===== config.mk =====
export PLATFORM = sky130hd
export DESIGN_NAME = vector_lane_fu_sequencer
export DESIGN_NICKNAME = d
export VERILOG_FILES = /design/src/rtl/vector_lane_fu_sequencer.sv
export SDC_FILE = /design/constraint.sdc
export NUM_CORES = 1
export LEC_CHECK = 0
export ABC_AREA = 1
export BUFFER_PORTS_ARGS = -buffer_cell sky130_fd_sc_hd__buf_2
export CORE_MARGIN = 5
export CORE_UTILIZATION = 40
export DETAILED_ROUTE_END_ITERATION = 10
export MAX_ROUTING_LAYER = met4
export PLACE_DENSITY = 0.73
export SYNTH_ARGS = -nofsm -noshare
export SYNTH_HDL_FRONTEND = slang
export SYNTH_SLANG_ARGS = --single-unit

===== constraint.sdc =====
create_clock -name CLK -period 2.2 [get_ports CLK]
set_input_delay 0.22 -clock CLK [delete_from_list [all_inputs] [get_ports CLK]]
set_output_delay 0.22 -clock CLK [all_outputs]
set_load 0.01 [all_outputs]

===== src/rtl/vector_lane_fu_sequencer.sv =====
// -----------------------------------------------------------------------------
// vector_lane_fu_sequencer
//
// Purpose
//   Per-lane issue sequencer for the vector lane functional units (arithmetic,
//   multiply, divide). It accepts one element op at a time, pulses the start of
//   the selected unit for one cycle, and waits for that unit's busy to drop. It
//   then captures the unit's result and exception flag and holds them for the
//   execute->memory stage until stall_e_m releases. Only one op is ever in
//   flight, so at most one start_* output is high in any cycle.
//
//   Op sequence: IDLE -> ISSUE -> WAIT -> HOLD -> IDLE.
//   The reserved FU code (3) skips ISSUE/WAIT: it goes straight to HOLD with
//   lane_result = 0 and exception = 1, and no start is pulsed.
//
// Configuration macro
//   VLANE_PERF_CNT_EN : when defined, adds the saturating counters perf_ops
//                       (+1 per HOLD handoff) and perf_stall (+1 per HOLD cycle
//                       with stall_e_m high), plus the CNT_W parameter.
//
// Parameters
//   TAG_W  width of the element tag carried with each op
//   CNT_W  width of the performance counters (VLANE_PERF_CNT_EN only)
//
// Ports
//   CLK            clock
//   nRST           synchronous active-low reset
//   in_valid       op request
//   in_ready       sequencer can accept (high only in IDLE)
//   in_fu          unit select: 0=ARITH 1=MUL 2=DIV 3=reserved (illegal)
//   in_tag         tag returned with the result
//   start_a        one-cycle start to the arithmetic unit
//   start_mu       one-cycle start to the multiply unit
//   start_div      one-cycle start to the divide unit
//   busy_a/mu/du   unit busy flags
//   wdata_a/mu/du  unit results
//   exception_*    unit exception flags
//   stall_e_m      downstream stall; the result is held while high
//   out_valid      result valid (HOLD state)
//   lane_result    captured result
//   out_tag        tag of the captured result
//   exception      captured exception flag
//   busy           high in every state but IDLE
//   perf_ops       completed handoffs (VLANE_PERF_CNT_EN only)
//   perf_stall     stalled HOLD cycles (VLANE_PERF_CNT_EN only)
// -----------------------------------------------------------------------------
module vector_lane_fu_sequencer #(
    parameter int TAG_W = 5
`ifdef VLANE_PERF_CNT_EN
    ,
    parameter int CNT_W = 32
`endif
) (
    input  logic             CLK,
    input  logic             nRST,
    // request side
    input  logic             in_valid,
    output logic             in_ready,
    input  logic [1:0]       in_fu,
    input  logic [TAG_W-1:0] in_tag,
    // unit starts
    output logic             start_a,
    output logic             start_mu,
    output logic             start_div,
    // unit status and results
    input  logic             busy_a,
    input  logic             busy_mu,
    input  logic             busy_du,
    input  logic [31:0]      wdata_a,
    input  logic [31:0]      wdata_mu,
    input  logic [31:0]      wdata_du,
    input  logic             exception_a,
    input  logic             exception_mu,
    input  logic             exception_du,
    // result side
    input  logic             stall_e_m,
    output logic             out_valid,
    output logic [31:0]      lane_result,
    output logic [TAG_W-1:0] out_tag,
    output logic             exception,
    output logic             busy
`ifdef VLANE_PERF_CNT_EN
    ,
    output logic [CNT_W-1:0] perf_ops,
    output logic [CNT_W-1:0] perf_stall
`endif
);

    // Unit select encoding.
    localparam logic [1:0] FU_ARITH = 2'd0;
    localparam logic [1:0] FU_MUL   = 2'd1;
    localparam logic [1:0] FU_DIV   = 2'd2;
    localparam logic [1:0] FU_RSVD  = 2'd3;

    typedef enum logic [1:0] {
        ST_IDLE  = 2'd0,
        ST_ISSUE = 2'd1,
        ST_WAIT  = 2'd2,
        ST_HOLD  = 2'd3
    } state_t;

    state_t             state_q;
    logic [1:0]         fu_q;
    logic [TAG_W-1:0]   tag_q;

    // Registered outputs.
    logic               in_ready_q;
    logic               start_a_q;
    logic               start_mu_q;
    logic               start_div_q;
    logic               out_valid_q;
    logic [31:0]        result_q;
    logic [TAG_W-1:0]   out_tag_q;
    logic               exc_q;
    logic               busy_q;

    // Status of the unit selected by the latched op. Units that were not
    // selected are never looked at, so their busy flags may do anything.
    logic               sel_busy;
    logic [31:0]        sel_wdata;
    logic               sel_exc;

    always_comb begin
        sel_busy  = 1'b0;
        sel_wdata = 32'd0;
        sel_exc   = 1'b0;
        case (fu_q)
            FU_ARITH: begin
                sel_busy  = busy_a;
                sel_wdata = wdata_a;
                sel_exc   = exception_a;
            end
            FU_MUL: begin
                sel_busy  = busy_mu;
                sel_wdata = wdata_mu;
                sel_exc   = exception_mu;
            end
            FU_DIV: begin
                sel_busy  = busy_du;
                sel_wdata = wdata_du;
                sel_exc   = exception_du;
            end
            default: begin
                // Reserved code never reaches WAIT; values here are unused.
                sel_busy  = 1'b0;
                sel_wdata = 32'd0;
                sel_exc   = 1'b0;
            end
        endcase
    end

    // -------------------------------------------------------------------------
    // Sequencer FSM with registered outputs.
    // -------------------------------------------------------------------------
    always_ff @(posedge CLK) begin
        if (!nRST) begin
            state_q     <= ST_IDLE;
            fu_q        <= FU_ARITH;
            tag_q       <= '0;
            in_ready_q  <= 1'b1;
            start_a_q   <= 1'b0;
            start_mu_q  <= 1'b0;
            start_div_q <= 1'b0;
            out_valid_q <= 1'b0;
            result_q    <= 32'd0;
            out_tag_q   <= '0;
            exc_q       <= 1'b0;
            busy_q      <= 1'b0;
        end else begin
            // Starts are single-cycle pulses: cleared unless set below.
            start_a_q   <= 1'b0;
            start_mu_q  <= 1'b0;
            start_div_q <= 1'b0;

            case (state_q)
                ST_IDLE: begin
                    // in_ready is high throughout IDLE, so in_valid alone
                    // means a handshake here.
                    if (in_valid) begin
                        fu_q       <= in_fu;
                        tag_q      <= in_tag;
                        in_ready_q <= 1'b0;
                        busy_q     <= 1'b1;
                        if (in_fu == FU_RSVD) begin
                            // Illegal unit: report an exception without
                            // touching any functional unit.
                            state_q     <= ST_HOLD;
                            out_valid_q <= 1'b1;
                            result_q    <= 32'd0;
                            out_tag_q   <= in_tag;
                            exc_q       <= 1'b1;
                        end else begin
                            // The start registers rise together with ISSUE
                            // so the pulse is visible for the ISSUE cycle.
                            state_q     <= ST_ISSUE;
                            start_a_q   <= (in_fu == FU_ARITH);
                            start_mu_q  <= (in_fu == FU_MUL);
                            start_div_q <= (in_fu == FU_DIV);
                        end
                    end
                end

                ST_ISSUE: begin
                    state_q <= ST_WAIT;
                end

                ST_WAIT: begin
                    // A unit raises busy the cycle after its start, so the
                    // first WAIT cycle with busy low means the result is ready
                    // (a zero-latency unit completes on the very first one).
                    if (!sel_busy) begin
                        state_q     <= ST_HOLD;
                        out_valid_q <= 1'b1;
                        result_q    <= sel_wdata;
                        out_tag_q   <= tag_q;
                        exc_q       <= sel_exc;
                    end
                end

                ST_HOLD: begin
                    // Handoff happens in the cycle stall_e_m is low; the
                    // captured values stay on the pins afterwards, only
                    // out_valid drops.
                    if (!stall_e_m) begin
                        state_q     <= ST_IDLE;
                        out_valid_q <= 1'b0;
                        in_ready_q  <= 1'b1;
                        busy_q      <= 1'b0;
                    end
                end

                default: begin
                    state_q     <= ST_IDLE;
                    out_valid_q <= 1'b0;
                    in_ready_q  <= 1'b1;
                    busy_q      <= 1'b0;
                end
            endcase
        end
    end

    assign in_ready    = in_ready_q;
    assign start_a     = start_a_q;
    assign start_mu    = start_mu_q;
    assign start_div   = start_div_q;
    assign out_valid   = out_valid_q;
    assign lane_result = result_q;
    assign out_tag     = out_tag_q;
    assign exception   = exc_q;
    assign busy        = busy_q;

`ifdef VLANE_PERF_CNT_EN
    // -------------------------------------------------------------------------
    // Saturating performance counters.
    // -------------------------------------------------------------------------
    logic [CNT_W-1:0] perf_ops_q,   perf_ops_d;
    logic [CNT_W-1:0] perf_stall_q, perf_stall_d;
    logic             in_hold;

    assign in_hold = (state_q == ST_HOLD);

    always_comb begin
        perf_ops_d   = perf_ops_q;
        perf_stall_d = perf_stall_q;
        if (in_hold && !stall_e_m && (perf_ops_q != {CNT_W{1'b1}})) begin
            perf_ops_d = perf_ops_q + 1'b1;
        end
        if (in_hold && stall_e_m && (perf_stall_q != {CNT_W{1'b1}})) begin
            perf_stall_d = perf_stall_q + 1'b1;
        end
    end

    always_ff @(posedge CLK) begin
        if (!nRST) begin
            perf_ops_q   <= '0;
            perf_stall_q <= '0;
        end else begin
            perf_ops_q   <= perf_ops_d;
            perf_stall_q <= perf_stall_d;
        end
    end

    assign perf_ops   = perf_ops_q;
    assign perf_stall = perf_stall_q;
`endif

endmodule


== Word level (Yosys, flattened, before mapping) ==
Index checks and enable logic that the tools add are counted.

* Bits in registers: 53

* Reduce and logical (&&, ||, !) cells: 12
* Eq/ne operators: 12
* Bitwise logic cells: 3
* Muxes and demuxes: 28

{| class="wikitable"
|+ Operator list
! operator !! count
|-
| $mux 32 || 3
|-
| $pmux 32 s3 || 1
|-
| $pmux 32 s2 || 1
|-
| $mux 5 || 3
|-
| $eq 2x2->1 const B || 5
|-
| $pmux 5 s2 || 1
|-
| $pmux 1 s3 || 3
|-
| $mux 1 || 8
|-
| $mux 2 || 4
|-
| $ne 2x2->1 const B || 4
|-
| $pmux 2 s4 || 1
|-
| $eq 2x1->1 const B || 3
|-
| $logic_not 2->1 || 3
|-
| $pmux 1 s2 || 3
|-
| $reduce_and 3->1 || 2
|-
| $reduce_and 5->1 || 1
|-
| $reduce_and 4->1 || 1
|-
| $reduce_bool 2->1 || 2
|-
| $reduce_or 4->1 || 1
|-
| $not 1->1 || 3
|-
| $reduce_bool 3->1 || 1
|-
| $reduce_and 2->1 || 1
|}

== Longest topological paths before layout ==
* Depth after elaboration: 4
* Mapped depth: 10

== Worst setup path before layout ==
No wires, ideal clock.

* Kind: flip-flop to flip-flop
* From: reg state_q[1]
* To: reg result_q[12], in the netlist lane_result[12]
* Data required time: 2.087 ns
* Setup slack: 0.532 ns
* Stages on the path, launching flop included: 11
* Setup time: 0.113 ns
* Arrival time: 1.556 ns
* Path buffers: 2
* Cell sequence: dfxtp_1 > inv_1 > ha_1 > inv_1 > nor2_1 > nor3_1 > buf_2 > buf_2 > nand3_1 > nand2_1 > nor2_1

* Word-level cells in the longest chain between the ends: 3
* Elaborated cells on any way between the ends: 8
* Classes of those cells: 4 x eq/ne; 1 x mux; 3 x reduce/logical

{| class="wikitable"
|+ RTL lines
! what !! RTL line !! text
|-
| start, declared || 102 || <nowiki>state_t state_q;</nowiki>
|-
| start signal, assigned || 157 || <nowiki>state_q <= ST_IDLE;</nowiki>
|-
| start signal, assigned || 187 || <nowiki>state_q <= ST_HOLD;</nowiki>
|-
| start signal, assigned || 195 || <nowiki>state_q <= ST_ISSUE;</nowiki>
|-
| $eq 2x2->1 or $logic_not 2->1 (tied branches) || 175 || <nowiki>case (state_q)</nowiki>
|-
| $ne 2x2->1 (no source line) or $reduce_bool 2->1 (tied branches) || -- ||
|-
| $reduce_and 4->1 (no source line) || -- ||
|-
| end signal, assigned || 214 || <nowiki>result_q <= sel_wdata;</nowiki>
|-
| end, declared || 112 || <nowiki>logic [31:0] result_q;</nowiki>
|}

Parallel ways exist; a longest one is shown, timed or not.
A chain may end at the register's enable or synchronous reset.

== Worst setup path after layout ==
* From: reg state_q[1]
* To: reg result_q[1], in the netlist lane_result[1]

The elaborated chain is that of the path after synthesis.

==> impl_metrics.toml <==
[outcome]
status = "finished, final reports clean"

[die]
dieArea_sq_um = 9110
fp.dieW_microns = 95.45
core-area_sq_um = 7176
die_h_microns = 95.45
start_util_pct = 40.70
num_rows = 31
io_pins = 157

[run]
cap_violations = 0

[synthesis]
yosys_warnings = 0
async_flop_share_pct = 0
synth.avg_cell_area_sq_um = 6.009
yosysTopAreaCell = "dfxtp_1"
syn_area_sq_um = 2920
synth_fp_nets = 603
ys_seq_elements = 53
synth_ff_type = "dfxtp_1"
yosysSeqAreaShare_pct = 36.33
ys_types = 20
netlist.area_leader.share_pct = 36.33
synth_edf_count = 0
synth.area.top_cells = "dfxtp_1 36%, nand2_1 23%, nand3_1 14%, nor2_1 12%, buf_2 2.2%"
synth_cells = 486

[placed_design]
placed_cells = 721
numPortBuffers = 156
gp_congestion = 0.8578
dp_hpwl_mm = 6.919

[critical_path]
cp_max_fo = 18
reg2reg_depth = 9
startpoint = "state_q[1]"
timing.rr.start = "state_q[1]"
critPathRequiredTime_ps = 2440
crit_path_end_kind = "flip-flop"
cp.arrival_ps = 1940
crit_type = "reg2reg"
cp-start-kind = "flip-flop"

[global_routing]
grt_usage_pct = 19.46
met3_usage_pct = 3.315
busiest_layer = "met2"
grt_pass1_wl_mm = 13.80
use_met2_pct = 33.70
grt_max_degree = 33
grt_pass1_vias = 3039
gr-total-overflow = 0
antenna_found_initial = 0
use_met1_pct = 23.59

[drt]
drc = 0
via_per_inst = 4.848
num_vias = 3534
antenna_left = 0
drtPass1Iterations = 4
drt_wl_total_mm = 9.045
avgRoutedWirePerCell_microns = 12.41
drtIter0Drc = 114

[clocking]
htree_levels = 2
tritoncts = "done"
cts.sinks = 53
cts_setup_buffers = 0
cts_root_buffer = "clkbuf_8"
insertion_delay_ps = 300
hold_buffers = 0
cts_buffers = 5
cts_buffer_depth = 2
clkTransAtPathRegs_ps = 90
ctsResizeCount = 0

[sta]
relSlewSlack_pct = 66.56
rsz0062_at_grt = "no"
drv_slew = 0
clock.fmax_ghz = 0.5863
fin_skew_ps = 4.889
timing.final.crit_share_pct = 77.53
hold_violations = 0
timing_worst_slew_pin_value_ps = 501.7
final.setup.tns_ps = 0
finalSetupViolCount = 0
min_period_ps = 1706

[pwr]
p_int_mw = 2.660
switching_share_pct = 42.60
combPwrFrac_pct = 52.6
vdd_drop_max_v = 0.0005150
leakage_nw = 2.026
seq_power_share_pct = 32.8
power.density_nw_per_um2 = 1188
pwr-share-clk_pct = 14.6
p_sw_mw = 1.975

[finish]
final_common_cell = "nand2_1"
layout-drive-gt1-share_pct = 28.89
instances_no_fill = 729
nets = 746
fillers = 743
num_antenna_cells = 0
layout-area-overhead-vs-synth_pct = 33.55
final_cell_mix = "180 x nand2_1, 156 x buf_2, 92 x nor2_1"

[worst_hold_path]
min-delay-start = "in_fu[1]"
min_path_cells = 2
hp-class = "in2reg"
-- worst max-delay path, cell delays in order, from the launching register on --
cell and delay (ps):
dfxtp_1 390, inv_1 80, ha_1 230, inv_1 90, nor2_1 60, nor3_2 210, and2_1 170, buf_4 230
nor2_1 70, nor2_1 100
-- final cells by class --
type	count	area, sq um	share of cell area (%)
clock buffer	7	86.33	2.214
clock inverter	1	30.03	0.7700
inverter	12	45.04	1.155
multi-input combinational	388	1675	42.96
sequential	53	1061	27.21
tap	99	123.9	3.176
timing repair buffer	169	878.3	22.52
-- sequential cells by signal (all words and copies together) (netlist names), 2 cells and up --
register / count
lane_result: 32
out_tag: 5
tag_q: 5
fu_q: 2
state_q: 2
-- per-stage QoR --
stage | utilization, % | setup WS [ps] | hold WS (ps) | power, mW | area [sq um]
after detailed placement | 52.73 | 497.1 | 469.6 | 4.000 | 3784
after global routing | 54.35 | 250.2 | 163.4 | 5.064 | 3900
final | 54.35 | 494.3 | 164.4 | 4.635 | 3900
after floorplan | - | 531.7 | 296.6 | 3.199 | 2920
after global placement | 52.73 | 589.5 | 450.3 | 3.940 | 3784
after CTS | 54.35 | 484.8 | 157.3 | 4.675 | 3900
-- power groups by stage --
| stage | Clock, mW | Sequential (mW) | Combinational (mW) |
|---|---|---|---|
| 2_1_floorplan | 0 | 1.67 | 1.52 |
| 3_3_place_gp | 0 | 1.53 | 2.41 |
| 3_5_place_dp | 0 | 1.54 | 2.46 |
| 4_1_cts | 0.690 | 1.52 | 2.46 |
| 5_1_grt | 0.735 | 1.56 | 2.77 |
| 6_report | 0.676 | 1.52 | 2.44 |
-- final timing paths --
path / endpoint / slack (ps)
min: start_mu / 160
max: lane_result[1] / 490
max reg2reg: lane_result[1] / 490
min reg2reg: busy / 480
-- routing by layer --
metal | part of all wire [%] | up-vias
met1 | 43 | 1596
met5 | 0 | -
met4 | 0.85 | 0
li1 | - | 1812
met3 | 7.4 | 8
met2 | 49 | 118
-- cell usage after synthesis (3+ instances only) --
library cell	instances
nand2_1	180
nor3_1	5
buf_4	3
a21oi_1	6
inv_1	12
nand3_1	79
nor2_1	94
mux2i_1	5
o21ai_0	9
dfxtp_1	53
clkbuf_1	16
ha_1	4
buf_2	13
-- cells by family after synthesis --
group | count (synthesis) | share of synthesized area (%)
simple gates | 363 | 50.69
flops | 53 | 36.33
buf+inv | 45 | 6.726
compound gates | 16 | 2.828
mux | 5 | 1.714
fa+ha+maj | 4 | 1.714
Power figures use the tool's default switching activity.
